--- src/rtl/keypoint_pkg.sv ---
// keypoint_pkg
// Definitions shared by the SIFT keypoint front end: the keypoints detector
// and the keypoint_collector that follows it.
//   kp_state_t  - collector frame FSM encoding (IDLE between frames, RUN inside one)
//   N_DEFAULT / M_DEFAULT - default image rows / columns
//   coord_width - bits needed to address 0..extent-1
package keypoint_pkg;

    typedef enum logic {
        IDLE = 1'b0,
        RUN  = 1'b1
    } kp_state_t;

    localparam int N_DEFAULT = 450;
    localparam int M_DEFAULT = 600;

    // Width of a coordinate that must reach extent-1. The width is never
    // allowed to drop below one bit.
    function automatic int coord_width(input int extent);
        return (extent > 1) ? $clog2(extent) : 1;
    endfunction

endpackage

--- src/rtl/kp_fifo.sv ---
// kp_fifo
// Synchronous first-word-fall-through FIFO with a registered head word.
// The FIFO can accept a push while it is full if the head is popped in the
// same cycle.
//   clk, rst    - clock, synchronous active-high reset
//   push        - request to write push_data
//   push_data   - word to write
//   pop_ready   - consumer takes the head when head_valid is also high
//   head_valid  - the FIFO holds at least one word
//   head_data   - oldest word; held steady until it is popped
//   full        - all DEPTH entries are occupied
//   accept      - this cycle's push is being written
module kp_fifo #(
    parameter int W     = 20,
    parameter int DEPTH = 16
) (
    input  logic         clk,
    input  logic         rst,
    input  logic         push,
    input  logic [W-1:0] push_data,
    input  logic         pop_ready,
    output logic         head_valid,
    output logic [W-1:0] head_data,
    output logic         full,
    output logic         accept
);

    localparam int AW = (DEPTH > 1) ? $clog2(DEPTH) : 1;

    logic [W-1:0]  mem [DEPTH];
    logic [AW-1:0] rd_ptr;
    logic [AW-1:0] wr_ptr;
    logic [AW:0]   count;
    logic          do_pop;

    assign head_valid = (count != '0);
    assign full       = (count == (AW+1)'(DEPTH));
    assign do_pop     = head_valid & pop_ready;
    assign accept     = push & (~full | do_pop);

    // Storage array. It has no reset because stale words are never read.
    always_ff @(posedge clk) begin
        if (accept) begin
            mem[wr_ptr] <= push_data;
        end
    end

    // Pointers, occupancy and the registered head word. On a pop the head
    // is refilled from the next stored entry. If the FIFO would otherwise
    // be empty, the word being pushed in that cycle becomes the new head.
    always_ff @(posedge clk) begin
        if (rst) begin
            rd_ptr    <= '0;
            wr_ptr    <= '0;
            count     <= '0;
            head_data <= '0;
        end else begin
            if (accept) begin
                wr_ptr <= wr_ptr + AW'(1);
            end
            if (do_pop) begin
                rd_ptr <= rd_ptr + AW'(1);
            end
            case ({accept, do_pop})
                2'b10:   count <= count + (AW+1)'(1);
                2'b01:   count <= count - (AW+1)'(1);
                default: count <= count;
            endcase
            if (do_pop) begin
                if (count > (AW+1)'(1)) begin
                    head_data <= mem[rd_ptr + AW'(1)];
                end else if (accept) begin
                    head_data <= push_data;
                end
            end else if (!head_valid && accept) begin
                head_data <= push_data;
            end
        end
    end

endmodule

--- src/rtl/keypoint_collector.sv ---
// keypoint_collector
// Converts the keypoints detector's raster-ordered interior flag stream
// into full-image (x, y) coordinates. It buffers the coordinates in a
// FIFO, reports each frame's keypoint count and flags dropped keypoints.
//   clk, rst        - clock, synchronous active-high reset
//   din_valid, din  - flag stream; any nonzero din is a keypoint
//   kp_valid/kp_ready, kp_x/kp_y - coordinate output handshake
//   frame_done      - one-cycle pulse after the last interior pixel
//   kp_count        - keypoints accepted in the last completed frame
//   overflow        - sticky; a keypoint was dropped in this frame
module keypoint_collector
    import keypoint_pkg::*;
#(
    parameter int N     = N_DEFAULT,
    parameter int M     = M_DEFAULT,
    parameter int XW    = 10,
    parameter int YW    = 10,
    parameter int CW    = 19,
    parameter int DEPTH = 16
) (
    input  logic          clk,
    input  logic          rst,
    input  logic          din_valid,
    input  logic [7:0]    din,
    output logic          kp_valid,
    input  logic          kp_ready,
    output logic [XW-1:0] kp_x,
    output logic [YW-1:0] kp_y,
    output logic          frame_done,
    output logic [CW-1:0] kp_count,
    output logic          overflow
);

    kp_state_t       state;
    kp_state_t       state_next;
    logic [XW-1:0]   col;
    logic [YW-1:0]   row;
    logic [CW-1:0]   frame_cnt;
    logic            is_kp;
    logic            col_last;
    logic            last_beat;
    logic            start_frame;
    logic            accept;
    logic            drop;
    logic            fifo_full;
    logic [XW+YW-1:0] push_data;
    logic [XW+YW-1:0] head_data;

    assign is_kp     = din_valid && (din != 8'h00);
    assign col_last  = (col == XW'(M-3));
    assign last_beat = din_valid && col_last && (row == YW'(N-3));
    assign drop      = is_kp & ~accept;

    // The one-pixel border is restored here. Interior pixel (0,0) is
    // image pixel (1,1).
    assign push_data = {row + YW'(1), col + XW'(1)};
    assign kp_x      = head_data[XW-1:0];
    assign kp_y      = head_data[XW+YW-1:XW];

    kp_fifo #(
        .W     (XW+YW),
        .DEPTH (DEPTH)
    ) u_fifo (
        .clk        (clk),
        .rst        (rst),
        .push       (is_kp),
        .push_data  (push_data),
        .pop_ready  (kp_ready),
        .head_valid (kp_valid),
        .head_data  (head_data),
        .full       (fifo_full),
        .accept     (accept)
    );

    // Frame FSM next state. The first valid beat in IDLE starts a frame
    // and is processed like any other beat. The last-pixel beat returns
    // the FSM to IDLE.
    always_comb begin
        state_next  = state;
        start_frame = 1'b0;
        case (state)
            IDLE: begin
                if (din_valid) begin
                    start_frame = 1'b1;
                    state_next  = last_beat ? IDLE : RUN;
                end
            end
            RUN: begin
                if (last_beat) begin
                    state_next = IDLE;
                end
            end
            default: state_next = IDLE;
        endcase
    end

    // State register, position counters, frame count and overflow.
    // The counters wrap to zero on the last pixel, so IDLE always starts
    // the next frame at (0,0). kp_count latches the running count plus
    // the final beat's keypoint on the edge that raises frame_done.
    always_ff @(posedge clk) begin
        if (rst) begin
            state      <= IDLE;
            col        <= '0;
            row        <= '0;
            frame_cnt  <= '0;
            kp_count   <= '0;
            overflow   <= 1'b0;
            frame_done <= 1'b0;
        end else begin
            state      <= state_next;
            frame_done <= last_beat;

            if (din_valid) begin
                if (col_last) begin
                    col <= '0;
                    row <= (row == YW'(N-3)) ? '0 : row + YW'(1);
                end else begin
                    col <= col + XW'(1);
                end
            end

            if (last_beat) begin
                frame_cnt <= '0;
                kp_count  <= frame_cnt + CW'(accept);
            end else if (accept) begin
                frame_cnt <= frame_cnt + CW'(1);
            end

            if (start_frame) begin
                overflow <= drop;
            end else if (drop) begin
                overflow <= 1'b1;
            end
        end
    end

endmodule

--- config.mk ---
export PLATFORM = sky130hd
export DESIGN_NAME = keypoint_collector
export DESIGN_NICKNAME = d
export VERILOG_FILES = /design/src/rtl/keypoint_pkg.sv /design/src/rtl/kp_fifo.sv /design/src/rtl/keypoint_collector.sv
export SDC_FILE = /design/constraint.sdc
export NUM_CORES = 1
export LEC_CHECK = 0
export ABC_AREA = 1
export CORE_MARGIN = 2
export CORE_UTILIZATION = 45
export CTS_BUF_LIST = sky130_fd_sc_hd__clkbuf_8
export CTS_CLUSTER_DIAMETER = 100
export DETAILED_ROUTE_END_ITERATION = 6
export SYNTH_ARGS = -nofsm -noshare
export SYNTH_HDL_FRONTEND = slang
export SYNTH_SLANG_ARGS = --single-unit
--- constraint.sdc ---
create_clock -name clk -period 3.5 [get_ports clk]
set_input_delay 0.875 -clock clk [delete_from_list [all_inputs] [get_ports clk]]
set_output_delay 0.875 -clock clk [all_outputs]
set_load 0.05 [all_outputs]
; Word level (Yosys, flattened, before mapping)
; Memory sizes are Yosys's and may differ from the RTL's.
; Cells that the tools add are included.
[totals]
regBits = 94
ramBits = 320
in_bits = 12
output_inout_bits = 42
n_memories = 1
[classes]
addsub = 8
order_cmp = 1
eq_ne = 6
mux = 16
n_bitwise = 7
reduce_logical = 13
[memory_table]
columns = name, words, width, read_ports, rd_clocked_by_memory_dff, wr, line_no
row1 = u_fifo.mem, 16, 20, 1, 0, 1, kp_fifo.sv:30  ; logic [W-1:0] mem [DEPTH];
[op_table]
columns = cell, count
row1 = two-way mux 20 bit, 4
row2 = adder 10 x 1 -> 10 bit (second input constant), 2
row3 = two-way mux 10 bit, 2
row4 = adder 19 x 1 -> 19 bit, 1
row5 = adder 19 x 1 -> 19 bit (second input constant), 1
row6 = == test 10 bit (second input constant), 1
row7 = == test 10 x 9 -> 1 bit (second input constant), 1
row8 = one-hot mux 5 bit (2 select lines), 1
row9 = adder 4 x 1 -> 4 bit (second input constant), 2
row10 = two-way mux 1 bit, 8
row11 = nonzero test 8 bit, 1
row12 = nonzero test 2 bit, 3
row13 = adder 5 x 1 -> 5 bit (second input constant), 1
row14 = == test 5 bit (second input constant), 1
row15 = greater-than comparator 5 x 1 -> 1 bit (second input constant), 1
row16 = nonzero test 5 bit, 1
row17 = subtractor 5 x 1 -> 5 bit (second input constant), 1
row18 = logical AND 1 bit, 4
row19 = AND reduction 2 bit, 2
row20 = bitwise AND 1 bit, 3
row21 = != test 3 bit (second input constant), 1
row22 = inverter 1 bit, 3
row23 = == test 2 x 1 -> 1 bit (second input constant), 1
row24 = == test 2 bit (second input constant), 1
row25 = 4 further kinds, 4

; Longest topological paths before layout
[depth]
depth_word = 8
mapped_depth = 17

; Hierarchy
; Synthesis repeated with hierarchy kept, for this count alone.
[hier_totals]
hier_cells = 2008
hier_area_um2 = 18806.8
[by_module_without_submodules]
columns = mod, instances, cells_per_inst, area_each_um2
row1 = kp_fifo, 1, 1512, 15439.8
row2 = keypoint_collector, 1, 496, 3367.0

; Worst setup path before layout
; OpenSTA, ideal clock, no wires.
[synth_path]
kind = in2reg
startpoint = input port din_valid
endpoint = register kp_count[16]
arrival_ns = 2.972
setup_slack_ns = 0.469
stages = 16
path_buffers = 3
path_cell_list = buf_2 -> inv_1 -> nor2_2 -> nand2_1 -> inv_2 -> buf_4 -> buf_4 -> ha_1 -> ha_1 -> nand2_1 -> nor2_1 -> nand3_1 -> nor2_1 -> xor2_1 -> nand2_1 -> nand2_1
[synth_between]
elab_chain_cells = 3
elab_cells_between_ends = 5
[synth_lines]
columns = item, line_no
row1 = from (decl), keypoint_collector.sv:23  ; input logic din_valid,
row2 = logical AND 1 bit, keypoint_collector.sv:49  ; assign is_kp = din_valid && (din != 8'h00);
row3 = bitwise AND 1 bit, kp_fifo.sv:39  ; assign accept = push & (~full | do_pop);
row4 = named net accept, keypoint_collector.sv:43  ; logic accept;
row5 = adder 19 x 1 -> 19 bit, keypoint_collector.sv:125  ; kp_count <= frame_cnt + CW'(accept);
row6 = to (signal assigned), keypoint_collector.sv:125
row7 = to (decl), keypoint_collector.sv:30  ; output logic [CW-1:0] kp_count,
; The timed path passes the listed nets, and every way through them passes these cells.
; A chain may end at the register's enable or synchronous reset.

; Worst setup path after layout
[layout_path]
startpoint = register u_fifo.count[0]
endpoint = output port kp_valid
[layout_between]
elab_chain_cells = 1
[layout_lines]
columns = item, line_no
row1 = from (decl), kp_fifo.sv:33  ; logic [AW:0] count;
row2 = from (signal assigned), kp_fifo.sv:65  ; 2'b10: count <= count + (AW+1)'(1);
row3 = from (signal assigned), kp_fifo.sv:66  ; 2'b01: count <= count - (AW+1)'(1);
row4 = from (signal assigned), kp_fifo.sv:67  ; default: count <= count;
row5 = nonzero test 5 bit, kp_fifo.sv:36  ; assign head_valid = (count != '0);
row6 = to (decl), keypoint_collector.sv:25  ; output logic kp_valid,
; Every way passes these cells.

==> results <==
- The flow ran to the end, and the final reports show no timing, DRC or antenna violations.
- The largest fanout of any net on the critical path is 4.
- The most numerous cell in the Yosys netlist is sky130_fd_sc_hd__nand2_1.
- In this run the cell area measured after placement is 19300 um2.
- The total negative setup slack is 0 ns.
- After synthesis, the most frequently instantiated cells are 428 x sky130_fd_sc_hd__nand2_1, 320 x sky130_fd_sc_hd__edfxtp_1, 263 x sky130_fd_sc_hd__nor2_1.
- The power per cell area is 688 nW/um2.
- At the end of the flow the core is filled with cells to 0.523.
- In the routed design, unresolved DRC markers number 0.
- The die is 203 um tall.
- The final-report max-slew violation count was 0.
- The beginning of the critical path is u_fifo.count[0]$_SDFFE_PP0P_.
- In this run the cell area of the synthesized design comes to 17900 um2.
- The Yosys warning count is 0.
- The buffer cell driving the clock tree root is sky130_fd_sc_hd__clkbuf_8.
- In the final layout, the share of cells above drive strength 1 is 0.102.
- The worst hold-check path type is register to register.
- In this run the remaining antenna-violating nets after routing total 0.
- For the worst setup path, the data arrival time is 2.25 ns.
- The pin count of the biggest net entering global routing is 139.
- The count of instances resized after the clock tree is built is 0.
- The critical path start-end classification is register to output pin.
- The clock latency on the worst-skew pair is 0.62 ns.
- The routability-driven placement congestion ratio is 0.860.
- The share of total power dissipated in the clock network is 0.293.
- The number of maximum-capacitance violations is 0.
- From left edge to right edge, the die measures 203 um.
- The period utilization is 0.893.
- The dominant cell type by area after synthesis is sky130_fd_sc_hd__edfxtp_1.
- In this run, the number of DRC markers left after iteration 0 of detailed routing was 937.
- The number of antenna diodes in the final layout is 0.
- The number of setup violations in the final report is 0.
- The worst hold slack across all endpoints is 0.448 ns.
- TritonCTS built the clock tree.
- The wire length of the first global-routing pass is 70.5 mm.
- The sequential share of power is 0.394.
- The startpoint of the worst-slack reg-to-reg timing path is u_fifo.count[0]$_SDFFE_PP0P_.
- The count of flip-flops with a built-in enable after synthesis is 320.
- The total nets after synthesis is 1829.
- On the critical path the largest part of the delay comes from buffers and inverters.
- Counting the buffers created by CTS gives 72.
- Derived from the worst setup path, the maximum achievable clock frequency is 320 MHz.
- The number of port buffers is 53.
- The count of TritonRoute iterations in the first routing pass is 6.
- The minimum clock period is 3.12 ns.
- The clock input transition at the sequential cells of the worst setup and hold paths is 0.06 ns.
- The floorplan step defined a core boundary enclosing 39500 um2.
- Of the post-synthesis cell area, the dominant cell type holds 0.538.
- The portion of the post-synthesis area used by sequential elements is 0.643.
- After synthesis, the mean cell area works out to 9.93 um2.
- The maximum number of buffers from clock root to sink is 3.
- The slew at the pin closest to its max-slew limit is 0.892 ns.
- For this run the aggregate overflow at the end of global routing stands at 0.
- STA classifies the critical path endpoint as an output pin.
- In this design, the stage delay of the slowest critical-path cell is 0.80 ns.
- Hold repair after CTS inserted 0 buffers.
- The number of instances in the synthesized netlist is 1801.
- The floorplan step defined a die boundary enclosing 41300 um2.
- The relative area change from synthesis to final layout is 15.5%.
- Counting both buffers and inverters, the worst setup path holds a total of 2.
- The detailed-route vias per instance is 5.22.
- Across every metal layer, demand over resource in global routing totals 0.221.
- The internal portion of total power is 9.03 mW.
- The analysis attributes to cell leakage a power of 7.73 nW.
- The net switching power is 5.18 mW.
- In this run the post-CTS setup repair buffer count came out at 0.
- Among all stages on the critical path, the largest delay is contributed by sky130_fd_sc_hd__clkdlybuf4s50_1.
- The initial antenna violation count was 0.
- Walking the worst path, the cells encountered are inv_1, ha_1, nand3_2, clkdlybuf4s50_1.
- The kind of launch point of the worst setup path is a register.
- The total count of hold-check failures in the final report is 0.
- Of the total power, the share spent switching nets is 0.365.
- The combinational power share is 0.312.
- The number of placement rows is 73.
- The clock net sink count is 414.
- The H-tree depth is 3.
- The flop and latch count out of synthesis is 414.
- The total length of routed wires is 44.8 mm.
- The effective utilization at floorplan is 0.453.
- In the synthesized netlist the dominant register cell turns out to be sky130_fd_sc_hd__edfxtp_1.
- In the final routed layout, each cell accounts on average for 18.1 um.
- The launch point of the worst hold path is kp_count[2]$_SDFFE_PP0P_.
- The tightest slew margin relative to the limit is 0.402.
- By area the synthesized netlist is led by sky130_fd_sc_hd__edfxtp_1 54%, sky130_fd_sc_hd__dfxtp_1 11%, sky130_fd_sc_hd__nand2_1 9.0%.
- The largest clock skew in the final design is 0.0220 ns.
- Across the VDD grid, the largest voltage drop is 0.421 mV.
- The final non-filler cell area is 20700 um2.
- Once detailed placement completed, the half-perimeter wirelength came to 27.0 mm.
- Summing over every cut layer, the via total after detailed routing is 12900.
- The final layout contains 1924 nets.
- The via count of the first global-routing pass is 12800.
- The count of different cell masters after synthesis is 34.
- The top-level port count is 54.
- After synthesis, the share of flip-flops with an asynchronous set or reset is 0.
- Setup repair after global routing left no endpoint under its margin.
- The required time of the critical path is 2.62 ns.
## state kept, by name, summed over array words and instances (netlist names)
name and flops:
overflow 1, kp_count 19, u_fifo.mem 320, u_fifo.rd_ptr 4, frame_done 1, u_fifo.head_data 20
state 1, row 10, frame_cnt 19, col 10, u_fifo.count 5, u_fifo.wr_ptr 4
## per-stage QoR
stage | total power, mW | std cells | setup slack, ns
global route | 15.0 | 2478 | 0.254
finish | 14.2 | 2478 | 0.376
floorplan | 8.64 | 1801 | 0.469
global placement | 10.1 | 2347 | 0.256
detailed placement | 10.2 | 2347 | 0.239
CTS | 14.3 | 2478 | 0.336
## placed cells by master (no fill, tap or decap), types with 36 or more instances in the layout
master	n
sky130_fd_sc_hd__nand3_1	143
sky130_fd_sc_hd__nand2_1	428
sky130_fd_sc_hd__inv_1	137
sky130_fd_sc_hd__dfxtp_1	93
sky130_fd_sc_hd__clkbuf_8	74
sky130_fd_sc_hd__xor2_1	36
sky130_fd_sc_hd__clkdlybuf4s50_1	53
sky130_fd_sc_hd__edfxtp_1	320
sky130_fd_sc_hd__o21ai_0	146
sky130_fd_sc_hd__a21oi_1	53
sky130_fd_sc_hd__nor2_1	247
sky130_fd_sc_hd__buf_4	45
## power by group through the flow
stage / combinational, mW / clock, mW / sequential (mW)
after floorplan: 2.71 / 0 / 5.92
after global placement: 4.42 / 0 / 5.70
after detailed placement: 4.45 / 0 / 5.70
after CTS: 4.46 / 4.27 / 5.60
after global routing: 4.90 / 4.50 / 5.62
final: 4.44 / 4.17 / 5.60
## cell type report
cell class | instances | area [um2]
fillers | 3532 | 18800
flip-flops and latches | 414 | 11500
multi-input cells | 1178 | 5620
repair buffers | 108 | 1070
clock buffers | 74 | 1020
well taps | 525 | 657
inverters | 122 | 460
clock inverters | 57 | 334
## final timing paths
kind | depth (start not counted) | to | slack, ns
hold / removal | 2 | kp_count[2]$_SDFFE_PP0P_ | 0.45
hold reg to reg | 2 | kp_count[2]$_SDFFE_PP0P_ | 0.45
setup reg to reg | 14 | kp_count[16]$_SDFFE_PP0P_ | 1.01
setup / recovery | 4 | kp_valid | 0.38
## worst reg2reg max path, stage by stage, from the launching register on
cell and delay (ns):
sky130_fd_sc_hd__dfxtp_1 0.38, sky130_fd_sc_hd__inv_1 0.11, sky130_fd_sc_hd__ha_1 0.24, sky130_fd_sc_hd__nand4_1 0.11
sky130_fd_sc_hd__nand2_1 0.09, sky130_fd_sc_hd__inv_2 0.08, sky130_fd_sc_hd__ha_1 0.22, sky130_fd_sc_hd__ha_1 0.26
sky130_fd_sc_hd__nand2_1 0.11, sky130_fd_sc_hd__nor2_1 0.24, sky130_fd_sc_hd__nand3_1 0.16, sky130_fd_sc_hd__nor2_1 0.14
sky130_fd_sc_hd__xor2_1 0.16, sky130_fd_sc_hd__nand2_1 0.07, sky130_fd_sc_hd__nand2_1 0.07
## metal layers
metal | vias to the layer above | GRT usage | share of wire
met3 | 90 | 0.0452 | 0.061
met1 | 6186 | 0.301 | 0.45
li1 | 6249 | - | -
met5 | - | 0 | 0
met2 | 401 | 0.354 | 0.46
met4 | 0 | 0.0756 | 0.027
## cell families (layout without fill, tap and decap cells)
group           count (synthesis)  count (layout)  share of synthesized area
simple gates                  882             882                      0.205
fa+ha+maj                      16              16                     0.0112
flops                         414             414                      0.643
buf+inv                       209             361                     0.0490
compound gates                234             234                     0.0697
xor+xnor                       46              46                     0.0225
Power figures use the tool's default switching activity.
